`config.mk`:
```
export PLATFORM = sky130hd
export DESIGN_NAME = lsu_bus_master_flat
export DESIGN_NICKNAME = d
export VERILOG_FILES = /design/src/rtl/lsu_bus_master_if.sv /design/src/rtl/lsu_bus_master.sv /design/src/flat_wrapper.sv
export SDC_FILE = /design/constraint.sdc
export NUM_CORES = 1
export LEC_CHECK = 0
export BUFFER_PORTS_ARGS = -buffer_cell sky130_fd_sc_hd__buf_2
export CAP_MARGIN = 20
export CORE_ASPECT_RATIO = 1.4
export CORE_MARGIN = 5
export CORE_UTILIZATION = 44
export CTS_CLUSTER_SIZE = 12
export DETAILED_ROUTE_END_ITERATION = 12
export PLACE_DENSITY = 0.79
export SYNTH_ARGS = -nofsm -noshare
export SYNTH_HDL_FRONTEND = slang
export SYNTH_SLANG_ARGS = --single-unit
```
`constraint.sdc`:
```
create_clock -name clk -period 3.44 [get_ports clk]
set_input_delay 1.032 -clock clk [delete_from_list [all_inputs] [get_ports clk]]
set_output_delay 1.032 -clock clk [all_outputs]
set_load 0.01 [all_outputs]
```
`src/rtl/lsu_bus_master_if.sv`:
```
// Shared peripheral/memory bus seen by the load/store unit.
// The LSU drives the request side (master); the memory or peripheral
// fabric answers with read data and a ready strobe (slave).
interface lsu_bus_master_if #(
    parameter int ADDR_W = 32
);
    logic              busReq;
    logic [ADDR_W-1:0] busAddr;
    logic [31:0]       busWData;
    logic              busWe;
    logic [3:0]        busStrb;
    logic [31:0]       busRData;
    logic              busReady;

    modport master (
        output busReq,
        output busAddr,
        output busWData,
        output busWe,
        output busStrb,
        input  busRData,
        input  busReady
    );

    modport slave (
        input  busReq,
        input  busAddr,
        input  busWData,
        input  busWe,
        input  busStrb,
        output busRData,
        output busReady
    );
endinterface

```
`src/rtl/lsu_bus_master.sv`:
```
// Load/store unit between the RV32I datapath and the shared bus.
// Accepts one request at a time, steers store data onto byte lanes,
// tolerates wait states with a bounded timeout, and returns extended
// load data or an error flag as a single-cycle response pulse.
module lsu_bus_master #(
    parameter int ADDR_W      = 32,
    parameter int TIMEOUT_CYC = 16,
    parameter int CNT_W       = 5
) (
    input  logic              clk,
    input  logic              reset,
    input  logic              req_valid,
    output logic              req_ready,
    input  logic              req_we,
    input  logic [2:0]        req_func3,
    input  logic [ADDR_W-1:0] req_addr,
    input  logic [31:0]       req_wdata,
    output logic              rsp_valid,
    output logic [31:0]       rsp_rdata,
    output logic              rsp_err,
    output logic              busy,
    lsu_bus_master_if.master  bus
);

    typedef enum logic [1:0] {
        IDLE   = 2'd0,
        ACCESS = 2'd1,
        RESP   = 2'd2
    } state_t;

    state_t            state_q;
    logic [CNT_W-1:0]  cnt_q;
    logic [2:0]        func3_q;
    logic [1:0]        off_q;
    logic              req_ready_q;
    logic              busy_q;
    logic              busReq_q;
    logic [ADDR_W-1:0] busAddr_q;
    logic [31:0]       busWData_q;
    logic              busWe_q;
    logic [3:0]        busStrb_q;
    logic              rsp_valid_q;
    logic [31:0]       rsp_rdata_q;
    logic              rsp_err_q;

    logic              req_err_d;
    logic [31:0]       wdata_d;
    logic [3:0]        strb_d;
    logic [ADDR_W-1:0] addr_d;

    // Replicate the store operand across every lane it may land on.
    function automatic logic [31:0] steer_wdata(input logic [2:0] f3,
                                                input logic [31:0] wd);
        logic [31:0] r;
        case (f3[1:0])
            2'd0:    r = {4{wd[7:0]}};
            2'd1:    r = {2{wd[15:0]}};
            default: r = wd;
        endcase
        return r;
    endfunction

    // Byte enables: loads always read the full word.
    function automatic logic [3:0] steer_strb(input logic we,
                                              input logic [2:0] f3,
                                              input logic [1:0] off);
        logic [3:0] r;
        if (!we) begin
            r = 4'b1111;
        end else begin
            case (f3[1:0])
                2'd0:    r = 4'b0001 << off;
                2'd1:    r = 4'b0011 << off;
                default: r = 4'b1111;
            endcase
        end
        return r;
    endfunction

    // Pick the addressed byte/half out of the word and extend it.
    function automatic logic [31:0] load_extract(input logic [2:0] f3,
                                                 input logic [1:0] off,
                                                 input logic [31:0] rd);
        logic [7:0]  b;
        logic [15:0] h;
        logic [31:0] r;
        b = rd[8*off +: 8];
        h = off[1] ? rd[31:16] : rd[15:0];
        case (f3)
            3'd0:    r = {{24{b[7]}}, b};
            3'd1:    r = {{16{h[15]}}, h};
            3'd4:    r = {24'd0, b};
            3'd5:    r = {16'd0, h};
            default: r = rd;
        endcase
        return r;
    endfunction

    // Decode the incoming request: legality, alignment, lane steering.
    always_comb begin
        logic illegal;
        logic misalign;
        illegal   = req_we ? (req_func3 > 3'd2)
                           : (req_func3 == 3'd3 || req_func3 >= 3'd6);
        misalign  = (req_func3[1:0] == 2'd1 && req_addr[0]) ||
                    (req_func3[1:0] == 2'd2 && req_addr[1:0] != 2'b00);
        req_err_d = illegal || misalign;
        wdata_d   = req_we ? steer_wdata(req_func3, req_wdata) : 32'd0;
        strb_d    = steer_strb(req_we, req_func3, req_addr[1:0]);
        addr_d    = {req_addr[ADDR_W-1:2], 2'b00};
    end

    // Control FSM with registered bus and response outputs.
    always_ff @(posedge clk) begin
        if (reset) begin
            state_q     <= IDLE;
            cnt_q       <= '0;
            func3_q     <= 3'd0;
            off_q       <= 2'd0;
            req_ready_q <= 1'b1;
            busy_q      <= 1'b0;
            busReq_q    <= 1'b0;
            busAddr_q   <= '0;
            busWData_q  <= 32'd0;
            busWe_q     <= 1'b0;
            busStrb_q   <= 4'd0;
            rsp_valid_q <= 1'b0;
            rsp_rdata_q <= 32'd0;
            rsp_err_q   <= 1'b0;
        end else begin
            case (state_q)
                IDLE: begin
                    if (req_valid) begin
                        func3_q     <= req_func3;
                        off_q       <= req_addr[1:0];
                        cnt_q       <= '0;
                        req_ready_q <= 1'b0;
                        busy_q      <= 1'b1;
                        if (req_err_d) begin
                            // Rejected requests never reach the bus.
                            state_q     <= RESP;
                            rsp_valid_q <= 1'b1;
                            rsp_err_q   <= 1'b1;
                            rsp_rdata_q <= 32'd0;
                        end else begin
                            state_q    <= ACCESS;
                            busReq_q   <= 1'b1;
                            busAddr_q  <= addr_d;
                            busWData_q <= wdata_d;
                            busWe_q    <= req_we;
                            busStrb_q  <= strb_d;
                        end
                    end
                end
                ACCESS: begin
                    // A ready in the last allowed cycle still wins over timeout.
                    if (bus.busReady || cnt_q == CNT_W'(TIMEOUT_CYC - 1)) begin
                        state_q     <= RESP;
                        cnt_q       <= '0;
                        busReq_q    <= 1'b0;
                        busAddr_q   <= '0;
                        busWData_q  <= 32'd0;
                        busWe_q     <= 1'b0;
                        busStrb_q   <= 4'd0;
                        rsp_valid_q <= 1'b1;
                        rsp_err_q   <= !bus.busReady;
                        rsp_rdata_q <= (bus.busReady && !busWe_q)
                                       ? load_extract(func3_q, off_q, bus.busRData)
                                       : 32'd0;
                    end else begin
                        cnt_q <= cnt_q + 1'b1;
                    end
                end
                RESP: begin
                    state_q     <= IDLE;
                    cnt_q       <= '0;
                    req_ready_q <= 1'b1;
                    busy_q      <= 1'b0;
                    rsp_valid_q <= 1'b0;
                    rsp_err_q   <= 1'b0;
                    rsp_rdata_q <= 32'd0;
                end
                default: begin
                    state_q     <= IDLE;
                    req_ready_q <= 1'b1;
                    busy_q      <= 1'b0;
                end
            endcase
        end
    end

    assign req_ready    = req_ready_q;
    assign busy         = busy_q;
    assign rsp_valid    = rsp_valid_q;
    assign rsp_rdata    = rsp_rdata_q;
    assign rsp_err      = rsp_err_q;
    assign bus.busReq   = busReq_q;
    assign bus.busAddr  = busAddr_q;
    assign bus.busWData = busWData_q;
    assign bus.busWe    = busWe_q;
    assign bus.busStrb  = busStrb_q;

endmodule
```
`src/flat_wrapper.sv`:
```
// flat-port wrapper written by rule: the top's interface ports become plain ports
module lsu_bus_master_flat 
#(
    parameter int ADDR_W      = 32,
    parameter int TIMEOUT_CYC = 16,
    parameter int CNT_W       = 5
)
  (clk, reset, req_valid, req_ready, req_we, req_func3, req_addr, req_wdata, rsp_valid, rsp_rdata, rsp_err, busy, bus_busReq, bus_busAddr, bus_busWData, bus_busWe, bus_busStrb, bus_busRData, bus_busReady);
  lsu_bus_master_if #(.ADDR_W(ADDR_W)) bus_i ();
  input  logic clk;
  input  logic reset;
  input  logic req_valid;
  output logic req_ready;
  input  logic req_we;
  input  logic [2:0] req_func3;
  input  logic [ADDR_W-1:0] req_addr;
  input  logic [31:0] req_wdata;
  output logic rsp_valid;
  output logic [31:0] rsp_rdata;
  output logic rsp_err;
  output logic busy;
  output wire logic [$bits(bus_i.busReq)-1:0] bus_busReq;
  output wire logic [$bits(bus_i.busAddr)-1:0] bus_busAddr;
  output wire logic [$bits(bus_i.busWData)-1:0] bus_busWData;
  output wire logic [$bits(bus_i.busWe)-1:0] bus_busWe;
  output wire logic [$bits(bus_i.busStrb)-1:0] bus_busStrb;
  input wire logic [$bits(bus_i.busRData)-1:0] bus_busRData;
  input wire logic [$bits(bus_i.busReady)-1:0] bus_busReady;
  assign bus_busReq = bus_i.busReq;
  assign bus_busAddr = bus_i.busAddr;
  assign bus_busWData = bus_i.busWData;
  assign bus_busWe = bus_i.busWe;
  assign bus_busStrb = bus_i.busStrb;
  assign bus_i.busRData = bus_busRData;
  assign bus_i.busReady = bus_busReady;
  lsu_bus_master #(.ADDR_W(ADDR_W), .TIMEOUT_CYC(TIMEOUT_CYC), .CNT_W(CNT_W)) u_core (.clk(clk), .reset(reset), .req_valid(req_valid), .req_ready(req_ready), .req_we(req_we), .req_func3(req_func3), .req_addr(req_addr), .req_wdata(req_wdata), .rsp_valid(rsp_valid), .rsp_rdata(rsp_rdata), .rsp_err(rsp_err), .busy(busy), .bus(bus_i));
endmodule
```
* Yosys cells after proc, flatten, opt, wreduce, memory -nomap -nowiden
Cells that the tools add are included.
W data, S select, Z words.
** Word-level totals
- Flip-flop bits (word level) :: 118
- Input bits :: 104
- Output and inout bits :: 106
- Logic and storage cells :: 102
** Operators by class
- Add/sub/neg operators :: 1
- Magnitude comparators :: 2
- Equal/unequal tests :: 13
- Shift operators :: 3
- Mux-type cells :: 47
- Bitwise gates (word level) :: 1
- Reduce and logical (&&, ||, !) cells :: 21
** Operators by type and width (number)
- $mux W32 :: 10
- $pmux W32 S2 :: 3
- $pmux W32 S4 :: 1
- $pmux W32 S3 :: 1
- $shiftx A32 B6 Y8 :: 1
- $mux W16 :: 1
- $mux W4 :: 4
- $pmux W4 S2 :: 2
- $pmux W5 S3 :: 1
- $mux W1 :: 12
- $mux W5 :: 2
- $pmux W1 S2 :: 4
- $reduce_and A2 Y1 :: 4
- $reduce_and A4 Y1 :: 2
- $eq A3 B3 Y1 const B :: 2
- $mux W2 :: 3
- $pmux W1 S3 :: 2
- $add A5 B1 Y5 const B :: 1
- $eq A5 B4 Y1 const B :: 1
- $eq A2 B1 Y1 const B :: 2
- $eq A2 B2 Y1 const B :: 2
- $logic_not A2 Y1 :: 2
- $logic_or A1 B1 Y1 :: 4
- $ne A2 B1 Y1 const B :: 2
- other kinds (14) :: 19

* Depth between registers and ports, before layout
Gate-level depths: netlist of the first run.
- Depth after elaboration :: 7
- Mapped depth :: 9

* Least setup slack after synthesis of the first run
Ideal clock, no wire load.
- Path kind :: input port to flip-flop
- From :: in req_func3[0]
- To :: reg u_core.busWData_q[24], in the netlist u_core.bus.busWData[24]
- Arrival time :: 2.878 ns
- Path slack :: 0.503 ns
- Stages :: 7
- Cells stage by stage :: clkbuf_1 or4_4 a2111oi_4 and2_1 buf_2 buf_4 a22o_1
** Between the ends
- Longest elaborated chain between the ends :: 6
- Elaborated cells on any way between the ends :: 19
- Those cells by class :: order compare (2); eq/ne (4); mux (6); reduce/logical (7)
** Ends and longest elaborated chain
- start, declared :: RTL line flat_wrapper.sv:15 : input logic [2:0] req_func3;
- $ge A3 B3 Y1, or another cell as far along :: RTL line lsu_bus_master.sv:104 : : (req_func3 == 3'd3 || req_func3 >= 3'd6);
- $logic_or A1 B1 Y1, or another cell as far along :: RTL line lsu_bus_master.sv:104
- $mux W1, or another cell as far along :: RTL line lsu_bus_master.sv:103 : illegal = req_we ? (req_func3 > 3'd2)
- $logic_or A1 B1 Y1 or $mux W32 (tied branches) :: RTL line lsu_bus_master.sv:107, lsu_bus_master.sv:139
- $ne A2 B2 Y1 (no source line) or $mux W32 (tied branches)
- $reduce_and A4 Y1 (no source line) or $pmux W32 S2 (tied branches)
- end signal, assigned :: RTL line lsu_bus_master.sv:149 : busWData_q <= wdata_d;
- end, declared :: RTL line lsu_bus_master.sv:39 : logic [31:0] busWData_q;
Several ways; a longest one is shown, not always the timed one. The select of a mux whose other input is x is not followed.
A chain may end at the register's enable or synchronous reset.

* Final worst setup path of the first run
- From :: in req_addr[0]
- To :: reg u_core.busWData_q[26], in the netlist u_core.bus.busWData[26]
** Between the ends
- Longest elaborated chain between the ends :: 6
- Elaborated cells on any way between the ends :: 7
- Those cells by class :: eq/ne (1); reduce/logical (6)
** Ends and longest elaborated chain
- start, declared :: RTL line flat_wrapper.sv:16 : input logic [ADDR_W-1:0] req_addr;
- $reduce_bool A2 Y1 :: RTL line lsu_bus_master.sv:106 : (req_func3[1:0] == 2'd2 && req_addr[1:0] != 2'b00);
- $logic_and A1 B1 Y1 :: RTL line lsu_bus_master.sv:106
- $logic_or A1 B1 Y1 (*) :: RTL line lsu_bus_master.sv:105 : misalign = (req_func3[1:0] == 2'd1 && req_addr[0]) ||
- $logic_or A1 B1 Y1 (*) :: RTL line lsu_bus_master.sv:107 : req_err_d = illegal || misalign;
- $ne A2 B2 Y1 (no source line) (*)
- $reduce_and A4 Y1 (no source line) (*)
Every way passes the cells marked *; elsewhere a longest branch is shown, timed or not.

==> results of run 1 <==
==> report_power, final <==
| group | switching (mW) | internal (mW) | total (mW) |
|---|---|---|---|
| clock network | 0.551 | 1.24 | 1.79 |
| registers | 0.0415 | 1.40 | 1.44 |
| logic | 0.205 | 0.167 | 0.373 |
| total | 0.797 | 2.80 | 3.60 |
==> flip-flops by register name (all words and copies together) (netlist names), 2 cells and up <==
register,count
u_core.bus.busWData,32
u_core.rsp_rdata,32
u_core.bus.busAddr,30
u_core.cnt_q,5
u_core.bus.busStrb,4
u_core.func3_q,3
u_core.off_q,2
u_core.state_q,2
==> through the flow <==
step / instance area [µm²] / cells / power [mW] / setup WS, ns
6_report: 6410 / 794 / 3.60 / 0.712
5_1_grt: 6410 / 794 / 3.73 / 0.565
4_1_cts: 6410 / 793 / 3.64 / 0.745
3_5_place_dp: 5800 / 765 / 1.83 / 0.322
3_3_place_gp: 5800 / 765 / 1.82 / 0.445
2_1_floorplan: 4640 / 446 / 1.66 / 0.503
==> logic make-up (layout without fill, tap and decap cells) <==
| family | after synthesis | after routing |
|---|---|---|
| buffers and inverters | 43 | 252 |
| other | 1 | 3 |
| adders and majority gates | 2 | 2 |
| muxes | 40 | 40 |
| DFF | 116 | 116 |
| AOI/OAI and AO/OA | 171 | 171 |
| and+or+nand+nor | 72 | 72 |
==> final timing paths <==
kind	from	endpoint	slack [ns]	cells past startpoint
max	req_addr[0]	u_core.bus.busWData[26]	0.71	6
min	u_core.bus.busWData[16]	u_core.bus.busWData[16]	0.46	1
max reg2reg	u_core.cnt_q[0]	u_core.bus.busWData[26]	0.73	8
min reg2reg	u_core.bus.busWData[16]	u_core.bus.busWData[16]	0.46	1
==> per-layer routing <==
layer / share of wire (%) / vias up
met3: 6.6 / 16
met1: 40 / 2053
met4: 2.1 / 0
met2: 51 / 164
li1: - / 2094
met5: 0 / -
==> worst register-to-register path, stage by stage, from the launching register on <==
cell      delay [ns]
dfxtp_1         0.34
ha_1            0.24
and3_1          0.19
ha_1            0.21
nor2_1          0.12
o21bai_1        0.14
a21oi_4         0.70
buf_4           0.49
a22o_1          0.22
==> cell type report <==
type / instances / area share [%]
Antenna cell: 1 / 0.0390
Clock buffer: 24 / 7.98
Clock inverter: 4 / 1.48
Inverter: 5 / 0.293
Multi-Input combinational cell: 287 / 33.7
Sequential cell: 116 / 36.2
Tap cell: 138 / 2.69
Timing Repair Buffer: 219 / 17.6
==> cell usage after synthesis (all sizes together), types with 2 or more instances <==
cell / count
a2111oi: 2
a21boi: 2
a21o: 4
a21oi: 23
a221o: 17
a22o: 58
a22oi: 3
a311oi: 2
and2: 3
buf: 13
clkbuf: 25
dfxtp: 116
ha: 2
inv: 5
mux2: 2
mux2i: 38
nand2: 19
nand2b: 6
nand3: 2
nor2: 18
nor2b: 9
nor3: 2
nor4b: 2
o21ai: 21
o22ai: 7
o2bb2ai: 24
or3: 8
==> cells in the final DEF, fill, tap and decap left out, drive strengths merged, types with 2 or more instances in the layout <==
cell type	synthesis	routed
nor2b	9	9
a2111oi	2	2
inv	5	5
a21boi	2	2
a22o	58	58
a21o	4	4
a22oi	3	3
nor2	18	18
nor3	2	2
o2bb2ai	24	24
o22ai	7	7
mux2	2	2
a221o	17	17
nand3	2	2
ha	2	2
and2	3	3
bufinv	0	3
nand2b	6	6
nor4b	2	2
mux2i	38	38
buf	13	219
or3	8	8
o21ai	21	21
nand2	19	19
conb	1	2
a21oi	23	23
a311oi	2	2
clkbuf	25	24
dfxtp	116	116
==> key figures, run 1 <==
Finish
  • FF/Latch Area: 0.00232 mm²
  • Layout fillers: 901
  • Footprint of the multi-input gates: 0.00216 mm²
  • Synth-to-Final Area Change: 38.2%
  • # nets final: 752
  • Ratio of cells with drive above 1 in the final layout: 38.9%
  • Post-layout util: 62.0%

Global routing
  • GR met3 Demand/Resource: 6.57%
  • Tot GR Track Use: 20.9%
  • Met1 track demand over resource: 23.4%
  • Initial antenna violation count: 1
  • Grt ovf: 0
  • Vias in the first global route: 4422
  • M2 GR Usage: around 36%
  • Most Crowded Layer GR: met2
  • Global-route wire length before repair: 22100 µm
  • Largest net degree at the start of global routing: 37

Setup path
  • Crit-path cells: buf_2 -> a221o_1 -> nand2_1 -> a21oi_4 -> buf_4 -> a22o_1
  • CP max stage cell: a21oi_4
  • CP peak stage delay: 0.73 ns
  • Critical Path RT: between 3 and 4 ns
  • Crit path buf inv count: 2
  • Worst path top cell family by delay: compound AO/OA/AOI/OAI gates
  • CP Capture Type: flop
  • Worst Setup Start Kind: input pin
  • Crit Path Max Fanout: 36
  • Worst EP arrival: slightly above 3 ns
  • Crit Path Category: in2reg

Job
  • Max-Cap Viols: 0

Die
  • Ports: 210
  • Initial Util: 44.8%
  • Chip width: around 97 µm
  • Placement Rows: 44
  • CORE AREA: 0.0103 mm²
  • Full die area: 0.0127 mm²
  • Die Ht: 132 µm

CTS
  • Clock sinks: 116
  • Clock Latency Late Sink: 0.39 ns
  • CTS H-tree lvls: 4
  • Post-CTS sizing: 0
  • Root Driver: clkbuf_16
  • Worst-path clk slew: 0.05 ns
  • Hold buffer count at cts: 0
  • CTS buffer count: 17
  • Clock buffer depth: 2
  • Post-CTS Setup Bufs: 0
  • CTS tree: built

Synth
  • Largest family of logic cells by synthesized area: compound AO/OA/AOI/OAI gates
  • Synth warn: 0
  • EDFF count, synth: 0
  • Post-synth top area cell: dfxtp_1
  • Yosys top cell area share: between 50% and 60%
  • Top cells by area, synth: dfxtp_1 (50%), a22o_1 (11%), mux2i_1 (8.2%), o2bb2ai_1 (4.5%), a221o_1 (3.7%)
  • Cell area after synthesis: 0.00464 mm²
  • Ys async rst share: 0%
  • XOR/XNOR share of the synthesized area: 0%
  • Register area share after synthesis: 50.1%
  • Library cells used by synthesis: 44
  • Simple-Gate Fraction of Synth Area: 7.85%
  • Mux cell area share after synthesis: 8.68%
  • Compound-gate portion of the synthesized area: 28.9%
  • Post-synthesis register bit count: 116
  • Gate count after technology mapping: ~450
  • Ys flop type: dfxtp_1
  • Mean post-synth cell area: about 10 µm²
  • Adder-cell area share of the yosys netlist: 0.539%

Detailed routing
  • DRC viols: 0
  • Final WL: between 10000 and 15000 µm
  • Post-DRT Antenna Nets: 0
  • Drt wl/cell: approximately 17 µm
  • Detailed Route Iter0 Violations: 187
  • First-pass DRT Iterations: 4
  • DR vias: 4327
  • Via/cell ratio: roughly 5.4

Placement
  • Gpl congestion: about 0.87
  • Hpwl dp: 10300 µm
  • PortBufs: 207

Timing
  • Max-slew violations: 0
  • Worst Skew: 0.00736 ns
  • RSZ-0062 raised after global routing: false
  • TNS Setup: 0 ns
  • Max-slew headroom: between 40% and 50%
  • Post-route clock period utilization: 79.3%
  • Hold slack: 0.458 ns
  • F_max: 367 MHz
  • Fin. Hold Viols: 0
  • Fin crit period: about 2.7 ns
  • Worst Tran Pin Value: 0.884 ns
  • Endpoints failing setup: 0

Power
  • Peak VDD IR: 0.361 mV
  • Leakage: slightly above 3 nW
  • PD cells: between 500 and 600 mW/mm²

Run status
  • Outcome: completed

Worst hold path
  • Hold Path Class: reg2reg
Note: power is estimated with default switching activity, not from simulation.
==> run 2: changes to the inputs <==
Clock period 3.44 ns to 2.7 ns, I/O delays scaled along.
==> run 2 against run 1 <==
Power up 28%. First-iteration DRC count up 22%. Utilization up 0.51 points. Final cell count up 0.76%. Sequential power up 27%. Largest power group unchanged. Highest routed layer unchanged.
==> key figures, run 2 (synthesized netlist as in run 1, its figures left out) <==
Timing
  • Max-slew headroom: 43.5% (was 40.9%)
  • Fin. Hold Viols: 0 (unchanged)
  • TNS Setup: 0 ns (unchanged)
  • F_max: 430 MHz
  • Post-route clock period utilization: between 80 and 90%
  • Fin crit period: approximately 2.3 ns
  • Worst Tran Pin Value: 0.846 ns (was 0.884 ns)
  • Max-slew violations: 0 (unchanged)
  • Endpoints failing setup: 0 (unchanged)
  • Hold slack: 0.445 ns (was 0.458 ns)
  • Setup WS post-layout: 0.377 ns (was 0.712 ns)
  • Worst Skew: 0.00904 ns (was 0.00736 ns)
  • RSZ-0062 raised after global routing: false (unchanged)

Detailed routing
  • DR vias: 4378 (was 4327)
  • Via/cell ratio: 5.47 (was 5.45)
  • First-pass DRT Iterations: 5 (was 4)
  • Detailed Route Iter0 Violations: 228 (was 187)
  • Drt wl/cell: 17.0 µm (about the same)
  • DRC viols: 0 (unchanged)
  • Final WL: 13600 µm (was 13500 µm)
  • Post-DRT Antenna Nets: 0 (unchanged)

CTS
  • Post-CTS Setup Bufs: 0 (unchanged)
  • Worst-path clk slew: 0.06 ns (was 0.05 ns)
  • Clock buffer depth: 2 (unchanged)
  • Post-CTS sizing: 0 (unchanged)
  • Root Driver: clkbuf_16 (unchanged)
  • Clock sinks: 116 (unchanged)
  • CTS H-tree lvls: 4 (unchanged)
  • CTS tree: built (unchanged)
  • Clock Latency Late Sink: 0.41 ns (was 0.39 ns)
  • CTS buffer count: 17 (unchanged)
  • Hold buffer count at cts: 0 (unchanged)

Power
  • PD cells: 710 mW/mm² (was 561 mW/mm²)
  • Clock power frac: 49.5% (was 49.7%)
  • Peak VDD IR: 0.542 mV (was 0.361 mV)
  • Final Power: 4.59 mW (was 3.60 mW)
  • Net Sw Frac: 24.7% (was 22.2%)
  • Comb pwr share: 10.6% (was 10.4%)
  • Net Sw Power: 1.13 mW (was 0.797 mW)
  • Leakage: 3.05 nW (was 3.04 nW)
  • Int Pwr: 3.46 mW (was 2.80 mW)
  • Sequential Power Share: 39.8% (was 39.9%)

Finish
  • Final cell count without fillers: 800 (was 794)
  • Post-layout util: 62.5% (was 62.0%)
  • Final Instance Area: 0.00646 mm² (was 0.00641 mm²)
  • Synth-to-Final Area Change: 39.3% (was 38.2%)
  • Layout fillers: 899 (was 901)
  • Commonest cells after routing, fill and taps aside: buf_2 (207), dfxtp_1 (116), a22o_1 (58) (unchanged)
  • Ratio of cells with drive above 1 in the final layout: 39.6% (was 38.9%)
  • # nets final: 754 (was 752)
  • Most common cell after layout, fill and taps aside: buf_2 (unchanged)

Worst hold path
  • Hold Crit Start: u_core.rsp_valid (was u_core.bus.busWData[16])
  • WHS Endpoint: u_core.rsp_valid (was u_core.bus.busWData[16])
  • Hold Path Stages: 1 (unchanged)
  • Hold Path Class: reg2reg (unchanged)

Die
  • Chip width: 96.8 µm (unchanged)
  • Full die area: 0.0127 mm² (unchanged)
  • Die Ht: 132 µm (unchanged)
  • CORE AREA: 0.0103 mm² (unchanged)
  • Placement Rows: 44 (unchanged)
  • Initial Util: 44.8% (unchanged)
  • Ports: 210 (unchanged)

Setup path
  • Crit Path Max Fanout: 40 (was 36)
  • Worst Setup Start Kind: flop (was input pin)
  • CP Capture Type: flop (unchanged)
  • Worst EP arrival: 2.68 ns (was 3.06 ns)
  • Reg2reg end: u_core.bus.busWData[2] (was u_core.bus.busWData[26])
  • Internal reg-to-reg setup slack: 0.38 ns (was 0.73 ns)
  • RR Startpoint: u_core.cnt_q[0] (unchanged)
  • Critical Path RT: 3.05 ns (was 3.78 ns)
  • R2R depth: 8 (unchanged)
  • Crit Path Category: reg2reg (was in2reg)

Placement
  • PortBufs: 207 (unchanged)
  • Hpwl dp: 10200 µm (was 10300 µm)
  • Post-DP Area: 0.00586 mm² (was 0.00580 mm²)
  • Placed insts: 767 (was 765)
  • Gpl congestion: 0.872 (was 0.871)
  • DP Worst Slack: 0.0759 ns (was 0.322 ns)

Global routing
  • Initial antenna violation count: 1 (unchanged)
  • Grt ovf: 0 (unchanged)
  • Tot GR Track Use: 21.0% (was 20.9%)
  • Vias in the first global route: 4571 (was 4422)
  • Global-route wire length before repair: 22100 µm (about the same)
  • Largest net degree at the start of global routing: 41 (was 37)

Job
  • Max-Cap Viols: 0 (unchanged)

Run status
  • Outcome: completed (unchanged)
[run 2: cell types whose count changed in the layout (fill, tap and decap cells not counted), sizes merged]
cell	delta
clkbuf	-7
clkinvlp	+2
inv	+3
buf	+2
clkinv	+6
[run 2: worst max path at each step]
stage | startpoint | to | slack (ns) | cells after the start
3_5_place_dp | reset | u_core.rsp_rdata[19] | 0.08 | 5
4_1_cts | u_core.cnt_q[0] | u_core.bus.busWData[27] | 0.35 | 8
2_1_floorplan | req_func3[0] | u_core.bus.busWData[24] | 0.04 | 7
3_3_place_gp | reset | u_core.rsp_rdata[29] | 0.19 | 5
6_report | u_core.cnt_q[0] | u_core.bus.busWData[2] | 0.38 | 8
5_1_grt | u_core.cnt_q[0] | u_core.bus.busWData[27] | 0.19 | 8
[run 2: routing by layer]
metal | wire length [µm] | GRT usage (%) | part of all wire [%]
met5 | 0 | 0 | 0
met4 | 413 | 9.99 | 3.0
met3 | 998 | 8.22 | 7.3
met2 | 6930 | 35.8 | 51
met1 | 5240 | 22.7 | 39
[run 2: worst max-delay path, stage by stage, from the launching register on]
cell and delay [ns]:
dfxtp_1 0.34, ha_1 0.22, and3_1 0.20, ha_1 0.21
nor2_1 0.14, o21bai_1 0.14, a21oi_4 0.54, buf_12 0.29
a22o_1 0.16
[run 2: final cells by class]
class | count | area (µm²) | share of cell area, %
well taps | 138 | 173 | 2.67
clock inverters | 15 | 181 | 2.81
inverters | 5 | 18.8 | 0.290
clock buffers | 17 | 425 | 6.58
flip-flops and latches | 116 | 2320 | 35.9
diodes | 1 | 2.50 | 0.0387
repair buffers | 221 | 1180 | 18.2
multi-input cells | 287 | 2160 | 33.5
[run 2: power by group through the flow]
stage | sequential, mW | combinational (mW) | clock [mW]
6_report | 1.83 | 0.487 | 2.27
5_1_grt | 1.84 | 0.536 | 2.39
4_1_cts | 1.83 | 0.490 | 2.31
3_5_place_dp | 1.86 | 0.488 | 0
3_3_place_gp | 1.86 | 0.474 | 0
2_1_floorplan | 1.87 | 0.254 | 0
